**src/rtl/clause_array_unloader.sv**
```systemverilog
// clause_array_unloader: walks every slot of a clause_array, skips empty
// slots (length 0) and streams each non-empty clause out over a
// valid/ready handshake, then pulses done_o.
module clause_array_unloader #(
   parameter int NUM_CLAUSES = 8,
   parameter int NUM_VARS    = 8,
   parameter int WIDTH_C_LEN = 4,
   localparam int IW         = $clog2(NUM_CLAUSES),
   localparam int CW         = IW + 1
) (
   input  logic                     clk,
   input  logic                     rst,
   input  logic                     start_i,
   output logic                     busy_o,
   output logic                     done_o,
   output logic [NUM_CLAUSES-1:0]   rd_o,
   input  logic [NUM_VARS*3-1:0]    var_value_i,
   input  logic [WIDTH_C_LEN:0]     clause_len_i,
   output logic                     out_valid_o,
   input  logic                     out_ready_i,
   output logic [IW-1:0]            out_index_o,
   output logic [NUM_VARS*3-1:0]    out_var_value_o,
   output logic [WIDTH_C_LEN:0]     out_clause_len_o,
   output logic [CW-1:0]            count_o
);

   typedef enum logic [1:0] {IDLE, SEL, OUT, DONE} state_t;

   state_t        state;
   logic [IW-1:0] idx;
   logic          last;
   logic [IW-1:0] idx_nxt;

   // one-hot read select for a given slot
   function automatic logic [NUM_CLAUSES-1:0] sel(input logic [IW-1:0] i);
      logic [NUM_CLAUSES-1:0] one;
      one = {{(NUM_CLAUSES-1){1'b0}}, 1'b1};
      return one << i;
   endfunction

   assign last    = (idx == IW'(NUM_CLAUSES - 1));
   assign idx_nxt = idx + IW'(1);

   // control FSM; all outputs are registered alongside the state
   always_ff @(posedge clk or negedge rst) begin
      if (!rst) begin
         state            <= IDLE;
         idx              <= '0;
         busy_o           <= 1'b0;
         done_o           <= 1'b0;
         rd_o             <= '0;
         out_valid_o      <= 1'b0;
         out_index_o      <= '0;
         out_var_value_o  <= '0;
         out_clause_len_o <= '0;
         count_o          <= '0;
      end else begin
         case (state)
            IDLE: begin
               if (start_i) begin
                  idx     <= '0;
                  count_o <= '0;
                  busy_o  <= 1'b1;
                  rd_o    <= sel('0);
                  state   <= SEL;
               end
            end
            SEL: begin
               if (clause_len_i != '0) begin
                  out_index_o      <= idx;
                  out_var_value_o  <= var_value_i;
                  out_clause_len_o <= clause_len_i;
                  out_valid_o      <= 1'b1;
                  rd_o             <= '0;
                  state            <= OUT;
               end else if (last) begin
                  // empty final slot: nothing left to present
                  rd_o   <= '0;
                  done_o <= 1'b1;
                  state  <= DONE;
               end else begin
                  idx   <= idx_nxt;
                  rd_o  <= sel(idx_nxt);
               end
            end
            OUT: begin
               // out_* hold until the downstream accepts
               if (out_ready_i) begin
                  count_o     <= count_o + CW'(1);
                  out_valid_o <= 1'b0;
                  if (last) begin
                     done_o <= 1'b1;
                     state  <= DONE;
                  end else begin
                     idx   <= idx_nxt;
                     rd_o  <= sel(idx_nxt);
                     state <= SEL;
                  end
               end
            end
            DONE: begin
               done_o <= 1'b0;
               busy_o <= 1'b0;
               state  <= IDLE;
            end
            default: state <= IDLE;
         endcase
      end
   end

endmodule
```
**config.mk**
```make
export PLATFORM = sky130hd
export DESIGN_NAME = clause_array_unloader
export DESIGN_NICKNAME = d
export VERILOG_FILES = /design/src/rtl/clause_array_unloader.sv
export SDC_FILE = /design/constraint.sdc
export NUM_CORES = 1
export LEC_CHECK = 0
export CAP_MARGIN = 20
export CORE_ASPECT_RATIO = 0.6
export CORE_MARGIN = 4
export CORE_UTILIZATION = 42
export CTS_CLUSTER_SIZE = 25
export DETAILED_ROUTE_END_ITERATION = 16
export DONT_BUFFER_PORTS = 1
export PLACE_DENSITY = 0.63
export REMOVE_ABC_BUFFERS = 1
export SYNTH_ARGS = -nofsm -noshare
export SYNTH_HDL_FRONTEND = slang
export SYNTH_SLANG_ARGS = --single-unit
export TNS_END_PERCENT = 1
```
**constraint.sdc**
```tcl
create_clock -name clk -period 2.8 [get_ports clk]
set_input_delay 0.28 -clock clk [delete_from_list [all_inputs] [get_ports clk]]
set_output_delay 0.28 -clock clk [all_outputs]
set_load 0.01 [all_outputs]
```
; Word-level counts from Yosys, hierarchy flattened
; Cells that the tools add are included.
[totals]
ff_bits = 52
latch_bits = 0
ram_bits = 0
romBits = 0
input_bits = 33
output_inout_bits = 47
memories = 0
[classes]
add_sub_neg = 2
multipliers = 0
n_div = 0
magnitude_cmp = 0
n_eq_ne = 10
n_shift = 1
muxes = 29
bitwise_logic = 0
reduce_logical = 15
[op_table]
columns = operator, n
row1 = 2-to-1 mux 8 bit, 5
row2 = one-hot mux 8 bit (3 select lines), 1
row3 = 2-to-1 mux 3 bit, 4
row4 = AND reduction 3 bit, 4
row5 = 2-to-1 mux 2 bit, 5
row6 = "inequality test 2 bit, second input constant", 5
row7 = one-hot mux 3 bit (3 select lines), 1
row8 = 2-to-1 mux 4 bit, 2
row9 = one-hot mux 2 bit (4 select lines), 1
row10 = one-hot mux 4 bit (2 select lines), 1
row11 = AND reduction 4 bit, 2
row12 = "<< shifter 1 x 3 -> 8 bit, first input constant", 1
row13 = 2-to-1 mux 1 bit, 6
row14 = nonzero test 2 bit, 3
row15 = nonzero test 3 bit, 2
row16 = nonzero test 5 bit, 1
row17 = "adder 4 x 1 -> 4 bit, second input constant", 1
row18 = "equality test 2 bit, second input constant", 2
row19 = one-hot mux 1 bit (2 select lines), 2
row20 = AND reduction 2 bit, 2
row21 = "adder 3 x 1 -> 3 bit, second input constant", 1
row22 = "equality test 3 bit, second input constant", 1
row23 = "inequality test 3 bit, second input constant", 1
row24 = one-hot mux 1 bit (3 select lines), 1
row25 = other kinds (2), 2

; Longest topological paths before layout
[logic_depth]
word_depth = 5
depth_mapped = 8

; Worst setup path after synthesis
; No wires, ideal clock.
[synth_path]
path_kind = reg-to-reg
startpoint = register state[0]
endpoint = register rd_o[0]
setup_time_ns = 0.138
t_arrival_ns = 1.719
setup_slack_ns = 0.944
path_stages_with_launch = 8
n_path_buf = 1
period_less_slack_ns = 1.856
path_cell_list = dfrtp_1 -> inv_1 -> ha_1 -> nor2b_2 -> or4_1 -> buf_2 -> nand2_1 -> o221ai_2
[synth_via]
elab_chain_len = 3
[synth_rtl]
columns = item, line_no
row1 = "start, declared", 29  ; state_t state;
row2 = "start signal, assigned", 47  ; state <= IDLE;
row3 = "start signal, assigned", 65  ; state <= SEL;
row4 = "start signal, assigned", 75  ; state <= OUT;
row5 = "equality test 2 bit, or another cell as far along", 58  ; case (state)
row6 = inequality test 2 bit (no line) / nonzero test 3 bit (equally long branches), -
row7 = AND reduction 4 bit (no line), -
row8 = "end signal, assigned", 64  ; rd_o <= sel('0);
row9 = "end signal, assigned", 83  ; rd_o <= sel(idx_nxt);
row10 = "end signal, assigned", 96  ; rd_o <= sel(idx_nxt);
row11 = "end, declared", 16  ; output logic [NUM_CLAUSES-1:0] rd_o,
; Parallel ways exist; a longest one is shown, timed or not.
; A chain may end at the register's enable or synchronous reset.

; Worst setup path in the final report
[layout_path]
startpoint = register state[0]
endpoint = register idx[2]
[layout_via]
elab_chain_len = 3
[layout_rtl]
columns = item, line_no
row1 = "equality test 2 x 1 -> 1 bit, or another cell as far along", 58
row2 = inequality test 2 bit (no line) / nonzero test 3 bit (equally long branches), -
row3 = AND reduction 4 bit (no line), -
row4 = "end signal, assigned", 82  ; idx <= idx_nxt;
row5 = "end signal, assigned", 95  ; idx <= idx_nxt;
row6 = "end, declared", 30  ; logic [IW-1:0] idx;
; Parallel ways exist; a longest one is shown, timed or not.

==> impl_metrics.env <==
export IMPL_finalNetCount=305
export IMPL_ys_flop_type="dfrtp_1"
export IMPL_syn_avg_cell_area_sq_um=9.355
export IMPL_hold_class="in2reg"
export IMPL_crit_arrival_ps=2440
export IMPL_firstDrtPassIters=4
export IMPL_ys_seq_area_share_pct=53.09
export IMPL_slowest_stage="ha_1"
export IMPL_grt_pass1_vias=1674
export IMPL_p_int_mw=1.673
export IMPL_max_slew_margin_rel_pct=51.08
export IMPL_ys_seq_elements=52
export IMPL_place_congestion=0.7628
export IMPL_core_sq_um=5623
export IMPL_p_switching_mw=1.389
export IMPL_tightest_slew_ps=733.7
export IMPL_cellLeakagePower_nw=1.277
export IMPL_cts_setup_buffers=0
export IMPL_ant_nets=0
export IMPL_layout_common_cells="100 x nand2_1, 52 x dfrtp_1, 12 x ha_1"
export IMPL_max_stage_delay_ps=450
export IMPL_placed_cell_area_sq_um=2505
export IMPL_crit_buf_inv=1
export IMPL_start_util_pct=43.59
export IMPL_power_frac_seq_pct=47.2
export IMPL_insertion_delay_ps=310
export IMPL_cp_required_ps=3020
export IMPL_synth_area_sq_um=2451
export IMPL_peakVddDrop_v=0.0002753
export IMPL_yosysTopAreaCellShare_pct=53.09
export IMPL_io_pins=80
export IMPL_hold_depth=2
export IMPL_p_per_area_nw_per_um2=1163
export IMPL_drv_slew=0
export IMPL_die_y_um=67.18
export IMPL_swShare_pct=45.37
export IMPL_antenna_found_initial=0
export IMPL_maxCapViolCount=0
export IMPL_syn_to_final_growth_pct=7.402
export IMPL_row_count=21
export IMPL_grt_max_degree=53
export IMPL_synth_top_cell_by_area="dfrtp_1"
export IMPL_cpLargestDelayFamily="simple AND/OR/NAND/NOR gates"
export IMPL_final_common_cell="nand2_1"
export IMPL_cts_sinks=52
export IMPL_hold_viol=0
export IMPL_min_to="out_var_value_o[0]"
export IMPL_fin_util_pct=46.82
export IMPL_wire_per_inst_um=15.74
export IMPL_drc=0
export IMPL_setup_viol=0
export IMPL_ff2ff_path_depth=6
export IMPL_portBuffers=0
export IMPL_h_tree_depth=2
export IMPL_hpwl_um=3885
export IMPL_async_flop_share_pct=100.0
export IMPL_clockBufferDepth=2
export IMPL_numCtsBuffers=5
export IMPL_ctsResizeCount=0
export IMPL_yosys_cell_types_count=44
export IMPL_holdBufCountCts=2
export IMPL_drive_gt1_share_pct=7.663
export IMPL_r2r_end="idx[2]"
export IMPL_pwr_share_comb_pct=38.8
export IMPL_via_per_inst=5.114
export IMPL_dieWidth_um=106.6
export IMPL_cp_max_fo=13
export IMPL_reg2reg_setup_slack_ps=590
export IMPL_cts_tree="built"
export IMPL_grt_first_pass_wirelength_um=8625
export IMPL_final_area_sq_um=2633
export IMPL_cp_cell_sequence="inv_1 -> ha_1 -> nor2b_1 -> or2_1 -> nor3_1 -> nor4_2"
export IMPL_min_from="var_value_i[0]"
export IMPL_fmax_mhz=451.5
export IMPL_fin_skew_ps=9.738
export IMPL_synth_area_leaders="dfrtp_1 53%, nand2_1 15%, ha_1 6.1%"
export IMPL_totalWireLength_um=5366
export IMPL_die_area_sq_um=7163
export IMPL_first_iter_violations=120
export IMPL_syn_inst=262
export IMPL_globalRouteOverflowTotal=0
export IMPL_clk_pin_slew_worst_paths_ps=100
export IMPL_synth_edf_count=0
export IMPL_status="finished, final reports clean"
export IMPL_clock_root_buffer="clkbuf_8"
export IMPL_period_needed_ps=2215
export IMPL_num_antenna_cells=0
export IMPL_endpoint_kind="flop"
export IMPL_finalSetupTns_ps=0
export IMPL_finalPower_mw=3.062
export IMPL_r2r_start="state[0]"
export IMPL_num_vias=1744
export IMPL_path_class="reg2reg"
export IMPL_rsz0062_at_grt="no"
export IMPL_clockPowerShare_pct=14.1
export IMPL_instances_no_fill=341
export IMPL_yosysWarnings=0
export IMPL_dp_cells=331
export IMPL_min_period_over_period_pct=79.09
export IMPL_track_usage_pct=15.45
export IMPL_startpoint_type="flop"
==> stage by stage <==
step / setup WS, ps / hold WS [ps]
CTS: 596.4 / 59.29
finish: 585.4 / 70.80
detailed placement: 610.7 / -14.17
global placement: 716.7 / -14.45
floorplan: 270.1 / -15.59
global route: 348.4 / 46.09
==> power by group through the flow <==
stage	Clock (mW)	Combinational [mW]	Sequential (mW)
after floorplan	0	0.905	1.39
after CTS	0.454	1.19	1.45
after global placement	0	1.14	1.46
after detailed placement	0	1.16	1.47
final	0.430	1.19	1.44
after global routing	0.482	1.38	1.48
==> Yosys cell counts, drive strengths merged (3+ instances only) <==
| library cell | n |
|---|---|
| nor2 | 8 |
| buf | 11 |
| ha | 12 |
| nor3 | 5 |
| nand2 | 100 |
| nand4 | 3 |
| dfrtp | 52 |
| inv | 6 |
| o31ai | 3 |
| nand3 | 9 |
| o21ai | 15 |
==> layout make-up <==
class	count	area [sq um]
Multi-Input combinational cell	191	1066
Fill cell	566	2990
Timing Repair Buffer	4	52.55
Sequential cell	52	1301
Clock inverter	3	21.27
Inverter	6	22.52
Clock buffer	5	68.82
Tap cell	80	100.1
==> per-layer routing <==
| layer | wire length (um) | part of all wire (%) | GRT usage, % | vias up |
|---|---|---|---|---|
| met5 | 0 | 0 | 0 | - |
| met4 | 68 | 1.3 | 4.944 | 0 |
| li1 | - | - | - | 864 |
| met2 | 2175 | 41 | 21.16 | 59 |
| met1 | 2567 | 48 | 22.15 | 811 |
| met3 | 555 | 10 | 6.304 | 10 |
==> worst max-delay path by stage <==
stage	from	depth (start not counted)	end	slack, ps
2_1_floorplan	state[1]	5	idx[2]	270
3_3_place_gp	state[0]	6	rd_o[0]	720
3_5_place_dp	state[0]	6	rd_o[0]	610
4_1_cts	state[0]	6	idx[2]	600
5_1_grt	state[0]	6	idx[2]	350
6_report	state[0]	6	idx[2]	590
==> registers in the layout, summed over array words and instances (netlist names) <==
register          flops
busy_o                1
count_o               4
done_o                1
idx                   3
out_clause_len_o      5
out_index_o           3
out_valid_o           1
out_var_value_o      24
rd_o                  8
state                 2
==> worst register-to-register path: stages, from the launching register on <==
cell	delay (ps)
dfrtp_1	430
inv_1	180
ha_1	460
nor2b_1	410
or2_1	310
nor3_1	100
nor4_2	260
==> kinds of logic after synthesis <==
| group | after synthesis | synth area share (%) |
|---|---|---|
| AND/OR/NAND/NOR | 143 | 26.75 |
| flip-flops | 52 | 53.09 |
| AO/OA/AOI/OAI | 33 | 9.291 |
| buffers and inverters | 19 | 3.573 |
| adder cells (fa/ha/maj) | 12 | 6.125 |
| multiplexers | 2 | 0.8168 |
| XOR/XNOR | 1 | 0.3574 |
Power figures use the tool's default switching activity.
